==> src/rtl/minimig_autoconfig_ctrl.sv <==
// rtl/minimig_autoconfig_ctrl.sv - autoconfig chain controller (Z2, Z3 x3, Ethernet under MINIMIG_AUTOCONFIG_ETH_EN)
module minimig_autoconfig_ctrl #(
    parameter int ROM_LAT = 2
) (
    input  logic        clk,
    input  logic        reset_n,
    input  logic        req,
    input  logic        rw,
    input  logic [6:0]  reg_addr,
    input  logic [15:0] data_in,
    output logic [15:0] data_out,
    output logic        ack,
    output logic [8:0]  rom_a,
    input  logic [3:0]  rom_q,
    input  logic        z2_en,
    input  logic        z3_en,
    input  logic        z3b_en,
    input  logic        z3c_en,
    output logic [7:0]  z2_base,
    output logic [15:0] z3_base,
    output logic [15:0] z3b_base,
    output logic [15:0] z3c_base,
    output logic [15:0] eth_base,
    output logic [4:0]  cfg_valid,
    output logic [2:0]  board,
    output logic        done
);

    localparam logic [2:0] S_INIT    = 3'd0;
    localparam logic [2:0] S_IDLE    = 3'd1;
    localparam logic [2:0] S_RD_WAIT = 3'd2;
    localparam logic [2:0] S_ACK     = 3'd3;
    localparam logic [2:0] S_DONE    = 3'd4;

    localparam logic [2:0] BOARD_END = 3'd7;
    localparam logic [1:0] LAT       = 2'(ROM_LAT);

    // register offsets with address bit 0 dropped
    localparam logic [5:0] OFF_BASE_Z3 = 6'h22;
    localparam logic [5:0] OFF_BASE_Z2 = 6'h24;
    localparam logic [5:0] OFF_SHUTUP  = 6'h26;

`ifdef MINIMIG_AUTOCONFIG_ETH_EN
    localparam logic ETH_PRESENT = 1'b1;
`else
    localparam logic ETH_PRESENT = 1'b0;
`endif

    logic [2:0]  state_q, state_d;
    logic [2:0]  board_q, board_d;
    logic [8:0]  rom_a_q, rom_a_d;
    logic [1:0]  cnt_q, cnt_d;
    logic [15:0] data_out_q, data_out_d;
    logic        ack_q, ack_d;
    logic        done_q, done_d;
    logic [7:0]  z2_base_q, z2_base_d;
    logic [15:0] z3_base_q, z3_base_d;
    logic [15:0] z3b_base_q, z3b_base_d;
    logic [15:0] z3c_base_q, z3c_base_d;
    logic [3:0]  valid_q, valid_d;
`ifdef MINIMIG_AUTOCONFIG_ETH_EN
    logic [15:0] eth_base_q, eth_base_d;
    logic        eth_valid_q, eth_valid_d;
`endif

    logic [4:0] en_vec;
    logic [5:0] offset;
    logic       advance;
    logic [2:0] next_b;
    logic       unused_addr_bit;

    assign en_vec          = {ETH_PRESENT, z3c_en, z3b_en, z3_en, z2_en};
    assign offset          = reg_addr[6:1];
    assign unused_addr_bit = reg_addr[0];

    // lowest enabled board above cur (or from 0 when from_start), else end marker
    function automatic logic [2:0] pick_board(input logic [2:0] cur, input logic from_start,
                                              input logic [4:0] en);
        logic [2:0] nb;
        nb = BOARD_END;
        for (int i = 4; i >= 0; i--) begin
            if (en[i] && (from_start || (3'(i) > cur))) begin
                nb = 3'(i);
            end
        end
        return nb;
    endfunction

    always_comb begin
        state_d    = state_q;
        board_d    = board_q;
        rom_a_d    = rom_a_q;
        cnt_d      = cnt_q;
        data_out_d = data_out_q;
        ack_d      = 1'b0;
        done_d     = done_q;
        z2_base_d  = z2_base_q;
        z3_base_d  = z3_base_q;
        z3b_base_d = z3b_base_q;
        z3c_base_d = z3c_base_q;
        valid_d    = valid_q;
`ifdef MINIMIG_AUTOCONFIG_ETH_EN
        eth_base_d  = eth_base_q;
        eth_valid_d = eth_valid_q;
`endif
        advance = 1'b0;
        next_b  = BOARD_END;

        case (state_q)
            S_INIT: begin
                next_b  = pick_board(3'd0, 1'b1, en_vec);
                board_d = next_b;
                if (next_b == BOARD_END) begin
                    done_d  = 1'b1;
                    state_d = S_DONE;
                end else begin
                    state_d = S_IDLE;
                end
            end

            S_IDLE: begin
                if (req) begin
                    if (rw) begin
                        rom_a_d = {board_q, offset};
                        cnt_d   = LAT;
                        state_d = S_RD_WAIT;
                    end else begin
                        ack_d   = 1'b1;
                        state_d = S_ACK;
                        if (offset == OFF_BASE_Z2 && board_q == 3'd0) begin
                            z2_base_d  = data_in[15:8];
                            valid_d[0] = 1'b1;
                            advance    = 1'b1;
                        end else if (offset == OFF_BASE_Z3 && board_q != 3'd0) begin
                            advance = 1'b1;
                            case (board_q)
                                3'd1: begin
                                    z3_base_d  = data_in;
                                    valid_d[1] = 1'b1;
                                end
                                3'd2: begin
                                    z3b_base_d = data_in;
                                    valid_d[2] = 1'b1;
                                end
                                3'd3: begin
                                    z3c_base_d = data_in;
                                    valid_d[3] = 1'b1;
                                end
`ifdef MINIMIG_AUTOCONFIG_ETH_EN
                                3'd4: begin
                                    eth_base_d  = data_in;
                                    eth_valid_d = 1'b1;
                                end
`endif
                                default: advance = 1'b0;
                            endcase
                        end else if (offset == OFF_SHUTUP) begin
                            advance = 1'b1;
                        end

                        if (advance) begin
                            next_b  = pick_board(board_q, 1'b0, en_vec);
                            board_d = next_b;
                            if (next_b == BOARD_END) begin
                                done_d  = 1'b1;
                                state_d = S_DONE;
                            end
                        end
                    end
                end
            end

            S_RD_WAIT: begin
                if (cnt_q == 2'd0) begin
                    data_out_d = {rom_q, 12'hFFF};
                    ack_d      = 1'b1;
                    state_d    = S_ACK;
                end else begin
                    cnt_d = cnt_q - 2'd1;
                end
            end

            S_ACK: begin
                state_d = S_IDLE;
            end

            S_DONE: begin
                // chain is exhausted: answer everything, touch nothing but the read bus
                if (req) begin
                    ack_d = 1'b1;
                    if (rw) begin
                        data_out_d = 16'hFFFF;
                    end
                end
            end

            default: begin
                state_d = S_INIT;
            end
        endcase
    end

    always_ff @(posedge clk or negedge reset_n) begin
        if (!reset_n) begin
            state_q    <= S_INIT;
            board_q    <= 3'd0;
            rom_a_q    <= 9'd0;
            cnt_q      <= 2'd0;
            data_out_q <= 16'hFFFF;
            ack_q      <= 1'b0;
            done_q     <= 1'b0;
            z2_base_q  <= 8'd0;
            z3_base_q  <= 16'd0;
            z3b_base_q <= 16'd0;
            z3c_base_q <= 16'd0;
            valid_q    <= 4'd0;
        end else begin
            state_q    <= state_d;
            board_q    <= board_d;
            rom_a_q    <= rom_a_d;
            cnt_q      <= cnt_d;
            data_out_q <= data_out_d;
            ack_q      <= ack_d;
            done_q     <= done_d;
            z2_base_q  <= z2_base_d;
            z3_base_q  <= z3_base_d;
            z3b_base_q <= z3b_base_d;
            z3c_base_q <= z3c_base_d;
            valid_q    <= valid_d;
        end
    end

`ifdef MINIMIG_AUTOCONFIG_ETH_EN
    always_ff @(posedge clk or negedge reset_n) begin
        if (!reset_n) begin
            eth_base_q  <= 16'd0;
            eth_valid_q <= 1'b0;
        end else begin
            eth_base_q  <= eth_base_d;
            eth_valid_q <= eth_valid_d;
        end
    end

    assign eth_base  = eth_base_q;
    assign cfg_valid = {eth_valid_q, valid_q};
`else
    assign eth_base  = 16'd0;
    assign cfg_valid = {1'b0, valid_q};
`endif

    assign data_out = data_out_q;
    assign ack      = ack_q;
    assign rom_a    = rom_a_q;
    assign z2_base  = z2_base_q;
    assign z3_base  = z3_base_q;
    assign z3b_base = z3b_base_q;
    assign z3c_base = z3c_base_q;
    assign board    = board_q;
    assign done     = done_q;

endmodule

==> config.mk <==
export PLATFORM = sky130hd
export DESIGN_NAME = minimig_autoconfig_ctrl
export DESIGN_NICKNAME = d
export VERILOG_FILES = /design/src/rtl/minimig_autoconfig_ctrl.sv
export SDC_FILE = /design/constraint.sdc
export NUM_CORES = 1
export LEC_CHECK = 0
export BUFFER_PORTS_ARGS = -buffer_cell sky130_fd_sc_hd__buf_4
export CAP_MARGIN = 30
export CORE_MARGIN = 2
export CORE_UTILIZATION = 45
export DETAILED_ROUTE_END_ITERATION = 10
export MAX_ROUTING_LAYER = met4
export PLACE_DENSITY_LB_ADDON = 0.2
export SYNTH_ARGS = -nofsm -noshare
export SYNTH_HDL_FRONTEND = slang
export SYNTH_SLANG_ARGS = --single-unit
==> constraint.sdc <==
create_clock -name clk -period 2.45 [get_ports clk]
set_clock_uncertainty 0.1 [all_clocks]
set_input_delay 0.735 -clock clk [delete_from_list [all_inputs] [get_ports clk]]
set_output_delay 0.735 -clock clk [all_outputs]
set_load 0.01 [all_outputs]
Word level (Yosys, flattened, before mapping):

Cells that the tools add are included.

* register bits after elaboration: 95
* output and inout port bits: 107
* word-level logic and storage cells: 119

* mux-type cells: 50
* magnitude comparators: 4
* reduce and logical (&&, ||, !) cells: 24
* equality and inequality tests: 22
* add/sub/neg operators: 1
* bitwise logic cells: 3

Operators with widths (number)
* 3-bit 2-to-1 mux: 22
* 16-bit 2-to-1 mux: 3
* 16-bit case mux with 2 select lines: 1
* 6-bit AND reduction: 4
* 2-bit inequality test, second input constant: 10
* 6-bit == test, second input constant: 3
* 1-bit 2-to-1 mux: 16
* 4-bit AND reduction: 4
* 3-bit case mux with 5 select lines: 1
* 3-bit by 2-bit == test with 1-bit output, second input constant: 4
* 3-bit == test, second input constant: 3
* 3-bit by 1-bit == test with 1-bit output, second input constant: 2
* 1-bit by 3-bit > comparator with 1-bit output, first input constant: 2
* 2-bit by 3-bit > comparator with 1-bit output, first input constant: 2
* 1-bit logical AND: 6
* 3-bit logical NOT: 2
* 2-bit 2-to-1 mux: 3
* 3-bit case mux with 2 select lines: 1
* 3-bit AND reduction: 2
* 2-bit nonzero test: 3
* 2-bit case mux with 2 select lines: 1
* 1-bit inverter: 3
* 1-bit case mux with 3 select lines: 1
* 3-bit nonzero test: 1
* 4 further kinds: 4

Logic depth before layout (Yosys ltp):

* depth in word-level cells: 18
* depth in mapped cells: 6

Worst setup path before layout:

No wires, ideal clock.

* path type: input port to flip-flop
* start point: in reg_addr[1]
* end point: reg z3c_base_q[10], in the netlist z3c_base[10]
* setup time: 125 ps
* required time: 2225 ps
* slack: -244 ps
* path buffers: 2
* arrival time: 2469 ps
* stages on the path: 6
* cells stage by stage: or4b_4 > nor4_4 > and4b_1 > buf_6 > buf_12 > mux2_2

* cells in the longest elaborated chain, start to end: 4

RTL lines
* start, declared: RTL line 9 `input logic [6:0] reg_addr,`
* 6-bit == test: RTL line 130 `if (offset == OFF_BASE_Z2 && board_q == 3'd0) begin`
* 1-bit logical AND: RTL line 130
* 1-bit inverter (no source line)
* 6-bit AND reduction (no source line) *
* end signal, assigned: RTL line 228 `z3c_base_q <= z3c_base_d;`
* end, declared: RTL line 59 `logic [15:0] z3c_base_q, z3c_base_d;`

Mark *: on every way between the ends. The rest lies on a longest branch, timed or not.
A chain may end at the register's enable or synchronous reset.

Worst setup path after layout:

Ends and elaborated chain as after synthesis.

==> results.ini <==
[pwr]
p_seq_frac = 0.458
p_sw_uw = 1220
leakagePower_uw = 0.00258
pwr-share-clk = 0.242
combPwrFrac = 0.300
irDropWorstVdd_v = 0.000344
sw_frac_of_total = 0.319
internal_power_uw = 2600
pwr_density_cell_nw_per_um2 = 788
total_power_uw = 3810

[clock_network]
clk_latency_ns = 0.35
clk_path_buf_depth = 2
ctsRootBufferMaster = clkbuf_8
cts_setup_buffers = 0
ctsHoldBuffers = 0
cts_tree = built
cts.sinks = 83
path_clk_slew_ns = 0.10
cts.htree.levels = 3
cts_buffers = 9
cts_resized = 0

[drt]
num_vias = 2563
initialDrtViolationCount = 87
wl_um = 7830
ant_nets = 0
drc_errors = 0
wire_per_inst_um = 15.2
via_per_inst = 4.97
dr.pass1.iters = 4

[timing]
hold_ws_ns = 0.259
finalSetupViolations = 0
slew_viol_final = 0
finalSetupTns_ns = 0
rsz0062_at_grt = false
fin_crit_sh = 0.967
worst_pin_slew_ns = 0.596
finalHoldViolCount = 0
slew_headroom = 0.599
fin_crit_ns = 2.37
max_freq_mhz = 422

[setup_path]
required_ns = 2.59
reg2reg_to = z3c_base[10]$_DFFE_PN0P_
r2r_cells = 5
critical_path.startpoint = reg_addr[1]
critPathKind = input port to flip-flop
rr_startpoint = state_q[1]$_DFFE_PN0P_
critPathMaxFanout = 17
cp-end-kind = flip-flop
critPathArrivalTime_ns = 2.51
ff2ff_setup_slack_ns = 0.36
cp-start-kind = input port

[die]
rows = 33
fp.dieH_um = 95.4
start_util = 0.460
die_w_um = 95.4
dieArea_um2 = 9100
coreArea_um2 = 8180
io-pin-count = 142

[synth]
syn_inst = 281
synth_top_cell_by_area = dfrtp_1
ys_seq_elements = 83
synth-adder-area-share = 0.00333
syn_area_um2 = 3760
synth_top_family_by_area = multiplexers
synth-seq-area-share = 0.554
synth.area.top_cells = dfrtp_1 (53%), mux2_2 (20%), buf_4 (5.8%)
synth_top_area_frac = 0.526
synth_compound_area_frac = 0.0423
synth_mux_area_frac = 0.200
synth-xor-area-share = 0
synth_cell_type_count = 50
synth_area_per_cell_um2 = 13.4
synthArstFlopShare = 1.00
synth_edf_count = 0
yosys.area_share.simple = 0.102
synthFlopType = dfrtp_1
synth_warnings = 0

[final_layout]
fill_cells = 707
mostFrequentLayoutCell = buf_4
final_core_util = 0.592
nets = 442
drive_gt1_frac = 0.540
final_cell_mix = buf_4 (123), dfrtp_1 (79), mux2_2 (66)
insertedDiodeCount = 0
layout-area-overhead-vs-synth_pct = 28.8

[global_routing]
grt_start_max_net_pins = 41
grt_pass1_wl_um = 12300
grt_pass1_vias = 2545
track_usage = 0.184
antenna_found_initial = 0
overflow = 0

[outcome]
outcome = completed

[min_path]
hold_path.class = input port to asynchronous set/reset pin

[place]
io_buffers = 111
hpwlAfterDp_um = 5440
place.gp.congestion = 0.858

[run]
cap_violations = 0

[cells in the mapped netlist (2+ instances only)]
cell       n
nor3_1     5
nor2_1    16
clkbuf_1   3
nand3b_1   2
a31oi_1    4
a22oi_1    2
nand2_1    5
buf_6      2
mux2_2    66
nor3b_1    2
a41oi_1    2
a21oi_1    5
o21ai_0    4
nand2b_1   8
inv_1      6
nand3_1    2
conb_1     2
buf_4     29
dfrtp_1   79
clkbuf_8   2
dfstp_2    4
nor2b_1    3
[power by group through the flow]
| stage | sequential [µW] | combinational, µW | clock [µW] |
|---|---|---|---|
| 2_1_floorplan | 1830 | 682 | 0 |
| 3_3_place_gp | 1770 | 1120 | 0 |
| 3_5_place_dp | 1780 | 1150 | 0 |
| 4_1_cts | 1750 | 1150 | 956 |
| 5_1_grt | 1780 | 1270 | 1010 |
| 6_report | 1750 | 1140 | 925 |
[worst max path at each step]
stage	to	slack [ns]	cells past startpoint
final	z3c_base[10]$_DFFE_PN0P_	0.08	6
after global routing	z2_base[0]$_DFFE_PN0P_	0.02	7
after CTS	z3c_base[4]$_DFFE_PN0P_	0.08	6
after detailed placement	z3c_base[3]$_DFFE_PN0P_	-0.29	6
after global placement	z3c_base[15]$_DFFE_PN0P_	-0.29	6
after floorplan	z3c_base[10]$_DFFE_PN0P_	-0.24	6
[state kept, by name, summed over array words and instances, names as in the netlist]
| name | count |
|---|---|
| ack | 1 |
| data_out | 4 |
| valid_q | 4 |
| done | 1 |
| board | 3 |
| z3_base | 16 |
| z3b_base | 16 |
| state_q | 3 |
| z3c_base | 16 |
| cnt_q | 2 |
| z2_base | 8 |
| rom_a | 9 |
[stage by stage]
step / cells / instance area, µm² / setup slack, ns
finish: 516 / 4840 / 0.0806
global route: 516 / 4840 / 0.0191
CTS: 516 / 4840 / 0.0799
detailed placement: 500 / 4660 / -0.293
global placement: 500 / 4660 / -0.293
floorplan: 308 / 3870 / -0.244
[cell type report]
type,instances,area (µm²),area share
well taps,105,131,0.0271
clock buffers,10,138,0.0284
multi-input cells,179,1420,0.293
clock inverters,6,47.5,0.00982
flip-flops and latches,83,2080,0.430
inverters,6,22.5,0.00465
repair buffers,127,1000,0.207
[critical path, cell delays in order]
cell     delay [ns]
buf_4          0.11
or4b_4         0.56
nor4_4         0.29
and4b_1        0.29
buf_12         0.18
mux2_2         0.34
[routing by layer]
metal / vias to the layer above / GRT usage / share of wire
li1: 1177 / - / -
met3: 12 / 0.0561 / 0.073
met5: - / - / 0
met4: 0 / 0.0607 / 0.012
met1: 1262 / 0.223 / 0.42
met2: 112 / 0.294 / 0.49
[cell families (layout without fill, tap and decap cells)]
kind of cell	after synthesis	in the layout
muxes	67	67
buffers and inverters	46	149
other	2	29
AOI/OAI and AO/OA	23	23
and+or+nand+nor	59	59
DFF	83	83
adders and majority gates	1	1
Power figures use the tool's default switching activity.
